--- config.mk ---
export PLATFORM = sky130hd
export DESIGN_NAME = mul_div_unit
export DESIGN_NICKNAME = d
export VERILOG_FILES = /design/src/rtl/mul_div_unit.sv
export SDC_FILE = /design/constraint.sdc
export NUM_CORES = 1
export LEC_CHECK = 0
export ABC_AREA = 1
export CELL_PAD_IN_SITES_DETAIL_PLACEMENT = 1
export CELL_PAD_IN_SITES_GLOBAL_PLACEMENT = 1
export CORE_ASPECT_RATIO = 0.6
export CORE_UTILIZATION = 43
export CTS_CLUSTER_DIAMETER = 150
export DETAILED_ROUTE_END_ITERATION = 10
export HOLD_SLACK_MARGIN = 0.08
export PLACE_DENSITY_LB_ADDON = 0.1
export SYNTH_ARGS = -nofsm -noshare
export SYNTH_HDL_FRONTEND = slang
export SYNTH_SLANG_ARGS = --single-unit
--- constraint.sdc ---
create_clock -name clk -period 2.84 [get_ports clk]
set_clock_uncertainty 0.15 [all_clocks]
set_input_delay 0.568 -clock clk [delete_from_list [all_inputs] [get_ports clk]]
set_output_delay 0.568 -clock clk [all_outputs]
set_load 0.01 [all_outputs]
--- src/rtl/mul_div_unit.sv ---
// Iterative multiply/divide unit holding the architectural HI/LO registers.
// One bit per cycle for WIDTH cycles, then one cycle to apply result signs.
module mul_div_unit #(
    parameter int unsigned      WIDTH   = 32,
    parameter logic [WIDTH-1:0] DIV0_LO = {WIDTH{1'b1}}
) (
    input  logic             clk,
    input  logic             reset,
    input  logic [WIDTH-1:0] a,
    input  logic [WIDTH-1:0] b,
    input  logic [2:0]       mdop,
    input  logic             start,
    output logic             busy,
    output logic             done,
    output logic [WIDTH-1:0] hi,
    output logic [WIDTH-1:0] lo
);

    localparam int unsigned    CntW    = $clog2(WIDTH);
    localparam logic [CntW-1:0] CntLast = CntW'(WIDTH - 1);

    typedef enum logic [1:0] {StIdle, StRun, StFix} state_e;

    state_e state_q, state_d;

    logic [CntW-1:0]    cnt_q;
    logic [WIDTH-1:0]   mag_a_q, mag_b_q;
    logic [2*WIDTH-1:0] prod_q;
    logic [WIDTH:0]     rem_q;
    logic [WIDTH-1:0]   quo_q;
    logic               is_div_q, neg_res_q, neg_rem_q, div_zero_q;
    logic [WIDTH-1:0]   hi_q, lo_q;
    logic               done_q;

    logic               a_neg, b_neg;
    logic [WIDTH-1:0]   mag_a, mag_b;
    logic [WIDTH:0]     mul_sum;
    logic [WIDTH:0]     div_shift;
    logic [WIDTH+1:0]   div_diff;
    logic [2*WIDTH-1:0] prod_fix;
    logic [WIDTH-1:0]   quo_fix, rem_fix;
    logic [WIDTH-1:0]   fix_hi, fix_lo;

    assign busy = (state_q != StIdle);
    assign done = done_q;
    assign hi   = hi_q;
    assign lo   = lo_q;

    // Operand magnitudes and one iteration of shift-add / restoring divide.
    always_comb begin
        a_neg     = !mdop[0] && a[WIDTH-1];
        b_neg     = !mdop[0] && b[WIDTH-1];
        mag_a     = a_neg ? -a : a;
        mag_b     = b_neg ? -b : b;
        // Multiplier sits in the low half and is consumed LSB first.
        mul_sum   = {1'b0, prod_q[2*WIDTH-1:WIDTH]} + (prod_q[0] ? {1'b0, mag_a_q} : '0);
        div_shift = {rem_q[WIDTH-1:0], quo_q[WIDTH-1]};
        div_diff  = {1'b0, div_shift} - {2'b00, mag_b_q};
    end

    // Sign fix-up of the unsigned result, divide-by-zero override.
    always_comb begin
        prod_fix = neg_res_q ? -prod_q : prod_q;
        quo_fix  = neg_res_q ? -quo_q : quo_q;
        rem_fix  = neg_rem_q ? -rem_q[WIDTH-1:0] : rem_q[WIDTH-1:0];
        if (is_div_q) begin
            fix_hi = rem_fix;
            fix_lo = div_zero_q ? DIV0_LO : quo_fix;
        end else begin
            fix_hi = prod_fix[2*WIDTH-1:WIDTH];
            fix_lo = prod_fix[WIDTH-1:0];
        end
    end

    // State register.
    always_ff @(posedge clk) begin
        if (reset) state_q <= StIdle;
        else       state_q <= state_d;
    end

    // Next-state logic.
    always_comb begin
        state_d = state_q;
        unique case (state_q)
            StIdle:  if (start && !mdop[2]) state_d = StRun;
            StRun:   if (cnt_q == CntLast) state_d = StFix;
            StFix:   state_d = StIdle;
            default: state_d = StIdle;
        endcase
    end

    // Datapath, HI/LO and done pulse.
    always_ff @(posedge clk) begin
        if (reset) begin
            cnt_q      <= '0;
            mag_a_q    <= '0;
            mag_b_q    <= '0;
            prod_q     <= '0;
            rem_q      <= '0;
            quo_q      <= '0;
            is_div_q   <= 1'b0;
            neg_res_q  <= 1'b0;
            neg_rem_q  <= 1'b0;
            div_zero_q <= 1'b0;
            hi_q       <= '0;
            lo_q       <= '0;
            done_q     <= 1'b0;
        end else begin
            done_q <= (state_q == StFix);
            unique case (state_q)
                StIdle: begin
                    if (start && !mdop[2]) begin
                        cnt_q      <= '0;
                        mag_a_q    <= mag_a;
                        mag_b_q    <= mag_b;
                        prod_q     <= {{WIDTH{1'b0}}, mag_b};
                        rem_q      <= '0;
                        quo_q      <= mag_a;
                        is_div_q   <= mdop[1];
                        neg_res_q  <= a_neg ^ b_neg;
                        neg_rem_q  <= a_neg;
                        div_zero_q <= (b == '0);
                    end else if (start && mdop[2:1] == 2'b10) begin
                        if (mdop[0]) lo_q <= a;
                        else         hi_q <= a;
                    end
                end
                StRun: begin
                    cnt_q <= cnt_q + CntW'(1);
                    if (is_div_q) begin
                        if (!div_diff[WIDTH+1]) begin
                            rem_q <= div_diff[WIDTH:0];
                            quo_q <= {quo_q[WIDTH-2:0], 1'b1};
                        end else begin
                            rem_q <= div_shift;
                            quo_q <= {quo_q[WIDTH-2:0], 1'b0};
                        end
                    end else begin
                        prod_q <= {mul_sum, prod_q[WIDTH-1:1]};
                    end
                end
                StFix: begin
                    hi_q <= fix_hi;
                    lo_q <= fix_lo;
                end
                default: ;
            endcase
        end
    end

endmodule

Word-level counts from Yosys, hierarchy flattened
Cells that the tools add are included.
{ "word_totals": {"regBits": 268, "inputBits": 70, "out_inout_bits": 66, "wordCells": 86} }
{ "op_classes": {"n_addsub": 8, "n_eq_ne": 12, "mux": 33, "bitwise_logic": 1, "n_reduce_logical": 18} }
{ "op_table": {"columns": ["operator", "count"], "rows": [
  ["32-bit two-way mux", 19],
  ["32-bit case mux with 2 select lines", 4],
  ["64-bit two-way mux", 3],
  ["32-bit negation", 4],
  ["64-bit case mux with 2 select lines", 1],
  ["64-bit negation", 1],
  ["33-bit by 32-bit subtractor with 34-bit output", 1],
  ["32-bit by 32-bit adder with 33-bit output", 1],
  ["32-bit zero test", 1],
  ["2-bit inequality test, second input constant", 8],
  ["5-bit case mux with 2 select lines", 1],
  ["4-bit AND reduction", 2],
  ["2-bit AND reduction", 3],
  ["3-bit AND reduction", 2],
  ["2-bit nonzero test", 3],
  ["5-bit by 1-bit adder with 5-bit output, second input constant", 1],
  ["5-bit == test, second input constant", 1],
  ["5-bit two-way mux", 1],
  ["2-bit == test, second input constant", 2],
  ["1-bit logical AND", 4],
  ["2-bit two-way mux", 2],
  ["2-bit case mux with 2 select lines", 1],
  ["2-bit by 1-bit == test with 1-bit output, second input constant", 1],
  ["1-bit zero test", 2],
  ["other kinds (3)", 3]
]} }

Depth between registers and ports, before layout
{ "depth": {"word_depth": 5, "ltp_mapped": 18, "mapped_depth_nobuf": 16} }

Worst setup path before layout
Ideal clock, no wire load.
{ "synth_path": {"path_type": "reg2reg", "start": "register prod_q[0]", "end": "register prod_q[44]", "setup_time_ns": 0.132, "arrival_ns": 2.095, "t_required_ns": 2.558, "setup_slack_ns": 0.463, "stages_incl_launch_ff": 13, "path_buffers": 2, "period_less_slack_ns": 2.377, "cell_sequence": "dfxtp_1 > buf_6 > clkbuf_1 > nand2_1 > inv_1 > ha_1 > a21oi_1 > nand2_1 > a21oi_1 > o21ai_0 > or2_2 > nand3_1 > a21oi_1"} }
{ "synth_between": {"elab_chain_len": 4} }
{ "synth_rtl": {"columns": ["element", "line_no", "rtl"], "rows": [
  ["from (decl)", "28", "logic [2*WIDTH-1:0] prod_q;"],
  ["from (signal assigned)", "116", "prod_q <= {{WIDTH{1'b0}}, mag_b};"],
  ["from (signal assigned)", "139", "prod_q <= {mul_sum, prod_q[WIDTH-1:1]};"],
  ["32-bit two-way mux", "56", "mul_sum = {1'b0, prod_q[2*WIDTH-1:WIDTH]} + (prod_q[0] ? {1'b0, mag_a_q} : '0);"],
  ["32-bit by 32-bit adder with 33-bit output", "56", null],
  ["64-bit two-way mux", "130", "if (is_div_q) begin"],
  ["64-bit case mux with 2 select lines", "110", "unique case (state_q)"]
]} }
Every way passes these cells. The select of a mux whose other input is x is not followed.
A chain may end at the register's enable or synchronous reset.

Worst setup path after layout
{ "layout_path": {"start": "register mag_b_q[7]", "end": "register rem_q[22]"} }
{ "layout_between": {"elab_chain_len": 4} }
{ "layout_rtl": {"columns": ["element", "line_no", "rtl"], "rows": [
  ["from (decl)", "27", "logic [WIDTH-1:0] mag_a_q, mag_b_q;"],
  ["from (signal assigned)", "115", "mag_b_q <= mag_b;"],
  ["33-bit by 32-bit subtractor with 34-bit output", "58", "div_diff = {1'b0, div_shift} - {2'b00, mag_b_q};"],
  ["32-bit two-way mux", "131", "if (!div_diff[WIDTH+1]) begin"],
  ["32-bit two-way mux", "130", null],
  ["32-bit case mux with 2 select lines", "110", null],
  ["to (signal assigned)", "132", "rem_q <= div_diff[WIDTH:0];"],
  ["to (signal assigned)", "135", "rem_q <= div_shift;"],
  ["to (decl)", "29", "logic [WIDTH:0] rem_q;"]
]} }
Every way passes these cells. The select of a mux whose other input is x is not followed.

==> impl_summary.txt <==
----------------------------------------------------
[Status]
  Status ... finished clean

[Timing]
  Final hold violations ... 0
  Count of final setup violators ... 0
  Smallest hold slack ... 263 ps
  Final Slew Violations ... 0
  Fin worst setup slack ... 70.2 ps
  Post-route clock period utilization ... approximately 98%
  Unrepaired setup endpoints after global routing ... true
  Clock period minus final worst setup slack ... 2770 ps
  Achievable clock frequency ... 0.361 GHz
  Rel. slew slack ... 42.0%
  Transition at the pin with the smallest max-transition slack ... ~870 ps
  Setup TNS ... 0 ps

[Synthesis]
  Number of enable-type register cells in the synthesized netlist ... 0
  Post-synthesis share of cell area spent on xor and xnor gates ... 2.92%
  Netlist cell types ... 56
  Area share of the leading cell type in the synthesized netlist ... 24.2%
  FFs w/ async S/R, synth ... 0%
  Netlist area before placement ... 22200 um2
  Largest cells by area after synthesis ... sky130_fd_sc_hd__dfxtp_1, sky130_fd_sc_hd__nand2_1, sky130_fd_sc_hd__a21oi_1
  Number of warning messages in the yosys log ... 0
  Largest family of logic cells by synthesized area ... simple AND/OR/NAND/NOR gates
  Proportion of synthesized chip area in sequential cells ... 24.2%
  Total nets after synthesis ... between 3000 and 4000
  Yosys top cell by area ... sky130_fd_sc_hd__dfxtp_1
  Count of state elements after synthesis ... 268
  Post-synthesis compound-gate area fraction ... 18.9%
  Top flip-flop cell by instance count after synthesis ... sky130_fd_sc_hd__dfxtp_1
  Instance count of the mapped netlist ... 3798
  Adder and majority gate portion of the synthesized area ... ~4.2%
  Mean area per synthesized cell ... 5.85 um2
  Multiplexer share of the synthesized area ... 0%
  Area share of and/or/nand/nor cells after synthesis ... 38.9%

[Floorplan]
  Placeable core area ... 51000 um2
  Starting density of the core ... 43.6%
  Number of rows created at floorplan ... 64
  Number of top-level pins ... 136
  Floorplan die height ... 178 um
  Total Die Area ... 52600 um2
  Overall die width ... 295 um

[Drt]
  Drt first-iter violations ... 3385
  Wire length after detailed routing ... 116000 um
  Drt first pass iters ... 6
  WL per Instance ... 24.7 um
  DRC errors left ... 0
  Antenna violation net count after detailed routing ... 0
  Vias per cell ... about 6.0
  Total vias in the final route ... 28346

[GRT]
  Global-route total usage across every layer ... 43.3%
  Sum of overflow across all layers after global routing ... 0
  Pin count of the biggest net entering global routing ... 82
  Wire length of the first global-routing pass ... 171000 um
  Number of antenna violations at the first check in global routing ... 12
  Vias in the first global route ... 27474

[Setup path]
  Top fanout value on the critical path ... 27
  Crit path capture type ... flop
  Critical Path AT ... 3140 ps
  Setup crit start kind ... flop
  Data required time at the worst endpoint ... 3210 ps
  Crit Path Class ... reg2reg

[Power and ir drop]
  Worst vdd ir ... about 0.54 mV
  Static Leak ... 12.9 nW
  Total Power ... 11.8 mW
  Power density over the cells ... 446 nW/um2

[Clock network]
  Total number of clock tree sinks ... ~270
  Clock Pin Slew Worst Setup and Hold Paths ... about 70 ps
  Quantity of hold-fixing buffers added after cts ... 0
  Clock tree from TritonCTS ... built
  Total CTS buffers ... 30
  Source-to-sink clock delay at the later pin of the worst-skew pair ... 630 ps
  Total number of H-tree levels ... 1
  Root Driver ... sky130_fd_sc_hd__clkbuf_16
  Clock tree buffer depth ... 3

[Placed design]
  Worst slack after detailed placement ... -202 ps
  Post-Place Cells ... about 4600
  HPWL after DPL ... 93300 um
  Placed cell area ... 25300 um2
  IO buf count ... between 100 and 150
  Final estimated routing congestion in global placement ... 1.02

[Layout]
  Most common library cell in the layout ignoring fill and taps ... sky130_fd_sc_hd__nand2_1
  Share of post-route cells with drive strength above 1 ... 9.92%
  Post-layout instance count excluding filler cells ... about 4700
  Reg area ... 5370 um2
  Area taken by multi-input logic gates ... roughly 15000 um2
  Most frequent cells in the layout ... sky130_fd_sc_hd__nand2_1, sky130_fd_sc_hd__inv_1, sky130_fd_sc_hd__nor2_1, sky130_fd_sc_hd__a21oi_1, sky130_fd_sc_hd__nand3_1
  Area delta synth->final ... 19.2%
  Final-layout fill cell count ... a little over 7000
  Final Cell Area ... 26500 um2
  Final Util ... 51.9%
  Post-layout net count ... 4133

[Worst hold path]
  Hold Crit Class ... in2reg

[Flow run]
  Max-cap violation count ... 0

----------------------------------------------------
critical path, stage by stage (launching register included):
cell and delay [ps]:
sky130_fd_sc_hd__dfxtp_1 300, sky130_fd_sc_hd__inv_1 240, sky130_fd_sc_hd__ha_1 350, sky130_fd_sc_hd__nand2_2 140, sky130_fd_sc_hd__inv_1 90, sky130_fd_sc_hd__a21oi_4 220, sky130_fd_sc_hd__nand3_2 170, sky130_fd_sc_hd__nand2_2 110
sky130_fd_sc_hd__nand2_4 70, sky130_fd_sc_hd__nand2_4 140, sky130_fd_sc_hd__nand2_8 110, sky130_fd_sc_hd__buf_12 190, sky130_fd_sc_hd__nand3_1 130, sky130_fd_sc_hd__nand3_2 90, sky130_fd_sc_hd__a21oi_2 150
path summary, 6_finish.rpt:
kind	slack, ps	from	cells past startpoint	to
setup reg to reg	70	mag_b_q[7]$_SDFFE_PP0P_	14	rem_q[22]$_SDFFE_PP0P_
setup / recovery	70	mag_b_q[7]$_SDFFE_PP0P_	14	rem_q[22]$_SDFFE_PP0P_
hold reg to reg	320	cnt_q[3]$_SDFFE_PP0P_	2	cnt_q[3]$_SDFFE_PP0P_
hold / removal	260	reset	2	neg_res_q$_SDFFE_PP0P_
registers in the layout, summed over array words and instances, names as in the netlist:
| name | count |
|---|---|
| state_q | 2 |
| mag_b_q | 32 |
| done | 1 |
| is_div_q | 1 |
| lo | 32 |
| div_zero_q | 1 |
| prod_q | 64 |
| neg_res_q | 1 |
| cnt_q | 5 |
| mag_a_q | 32 |
| rem_q | 32 |
| neg_rem_q | 1 |
| quo_q | 32 |
| hi | 32 |
synth_stat cells, types with 12 or more instances:
cell type / instances
sky130_fd_sc_hd__a21oi_1: 355
sky130_fd_sc_hd__a21oi_2: 25
sky130_fd_sc_hd__a221oi_1: 13
sky130_fd_sc_hd__a31oi_1: 18
sky130_fd_sc_hd__buf_1: 18
sky130_fd_sc_hd__buf_2: 29
sky130_fd_sc_hd__clkbuf_1: 93
sky130_fd_sc_hd__dfxtp_1: 268
sky130_fd_sc_hd__ha_1: 71
sky130_fd_sc_hd__inv_1: 460
sky130_fd_sc_hd__nand2_1: 987
sky130_fd_sc_hd__nand2_2: 20
sky130_fd_sc_hd__nand2_4: 12
sky130_fd_sc_hd__nand3_1: 338
sky130_fd_sc_hd__nand3_2: 22
sky130_fd_sc_hd__nand3b_1: 14
sky130_fd_sc_hd__nand4_1: 52
sky130_fd_sc_hd__nor2_1: 450
sky130_fd_sc_hd__nor2_2: 17
sky130_fd_sc_hd__nor3_1: 38
sky130_fd_sc_hd__o211ai_1: 27
sky130_fd_sc_hd__o21ai_0: 279
sky130_fd_sc_hd__o21ai_1: 15
sky130_fd_sc_hd__or2_2: 18
sky130_fd_sc_hd__xnor2_1: 25
sky130_fd_sc_hd__xor2_1: 49
cell families after synthesis:
family / Yosys count
buffers and inverters: 621
and+or+nand+nor: 1993
adders and majority gates: 73
AOI/OAI and AO/OA: 769
DFF: 268
xor gates and xnor gates: 74
repair_timing:
action / in CTS / in global routing
setup endpoints to repair: 0 / 59
gates resized for setup: 0 / 34
setup buffers: 0 / 2
routing by layer:
layer / vias to the layer above / wire length (um) / global-route usage, %
met3: 204 / 15500 / 14.2
met5: - / 13 / 0
met2: 1565 / 45200 / 60.4
met4: 2 / 3410 / 11.6
met1: 13826 / 52100 / 62.5
li1: 12749 / - / -
report_power, final:
| group | switching, mW | internal [mW] |
|---|---|---|
| clock | 1.94 | 2.43 |
| sequential | 0.232 | 3.95 |
| combinational | 2.26 | 0.989 |
area by class of cell:
cell class | instances | share of cell area (%)
multi-input cells | 2909 | 55.0
flip-flops and latches | 268 | 20.3
repair buffers | 309 | 10.8
inverters | 472 | 6.74
well taps | 693 | 3.27
clock buffers | 39 | 3.11
clock inverters | 17 | 0.822
diodes | 5 | 0.0473
Note: power is estimated with default switching activity, not from simulation.
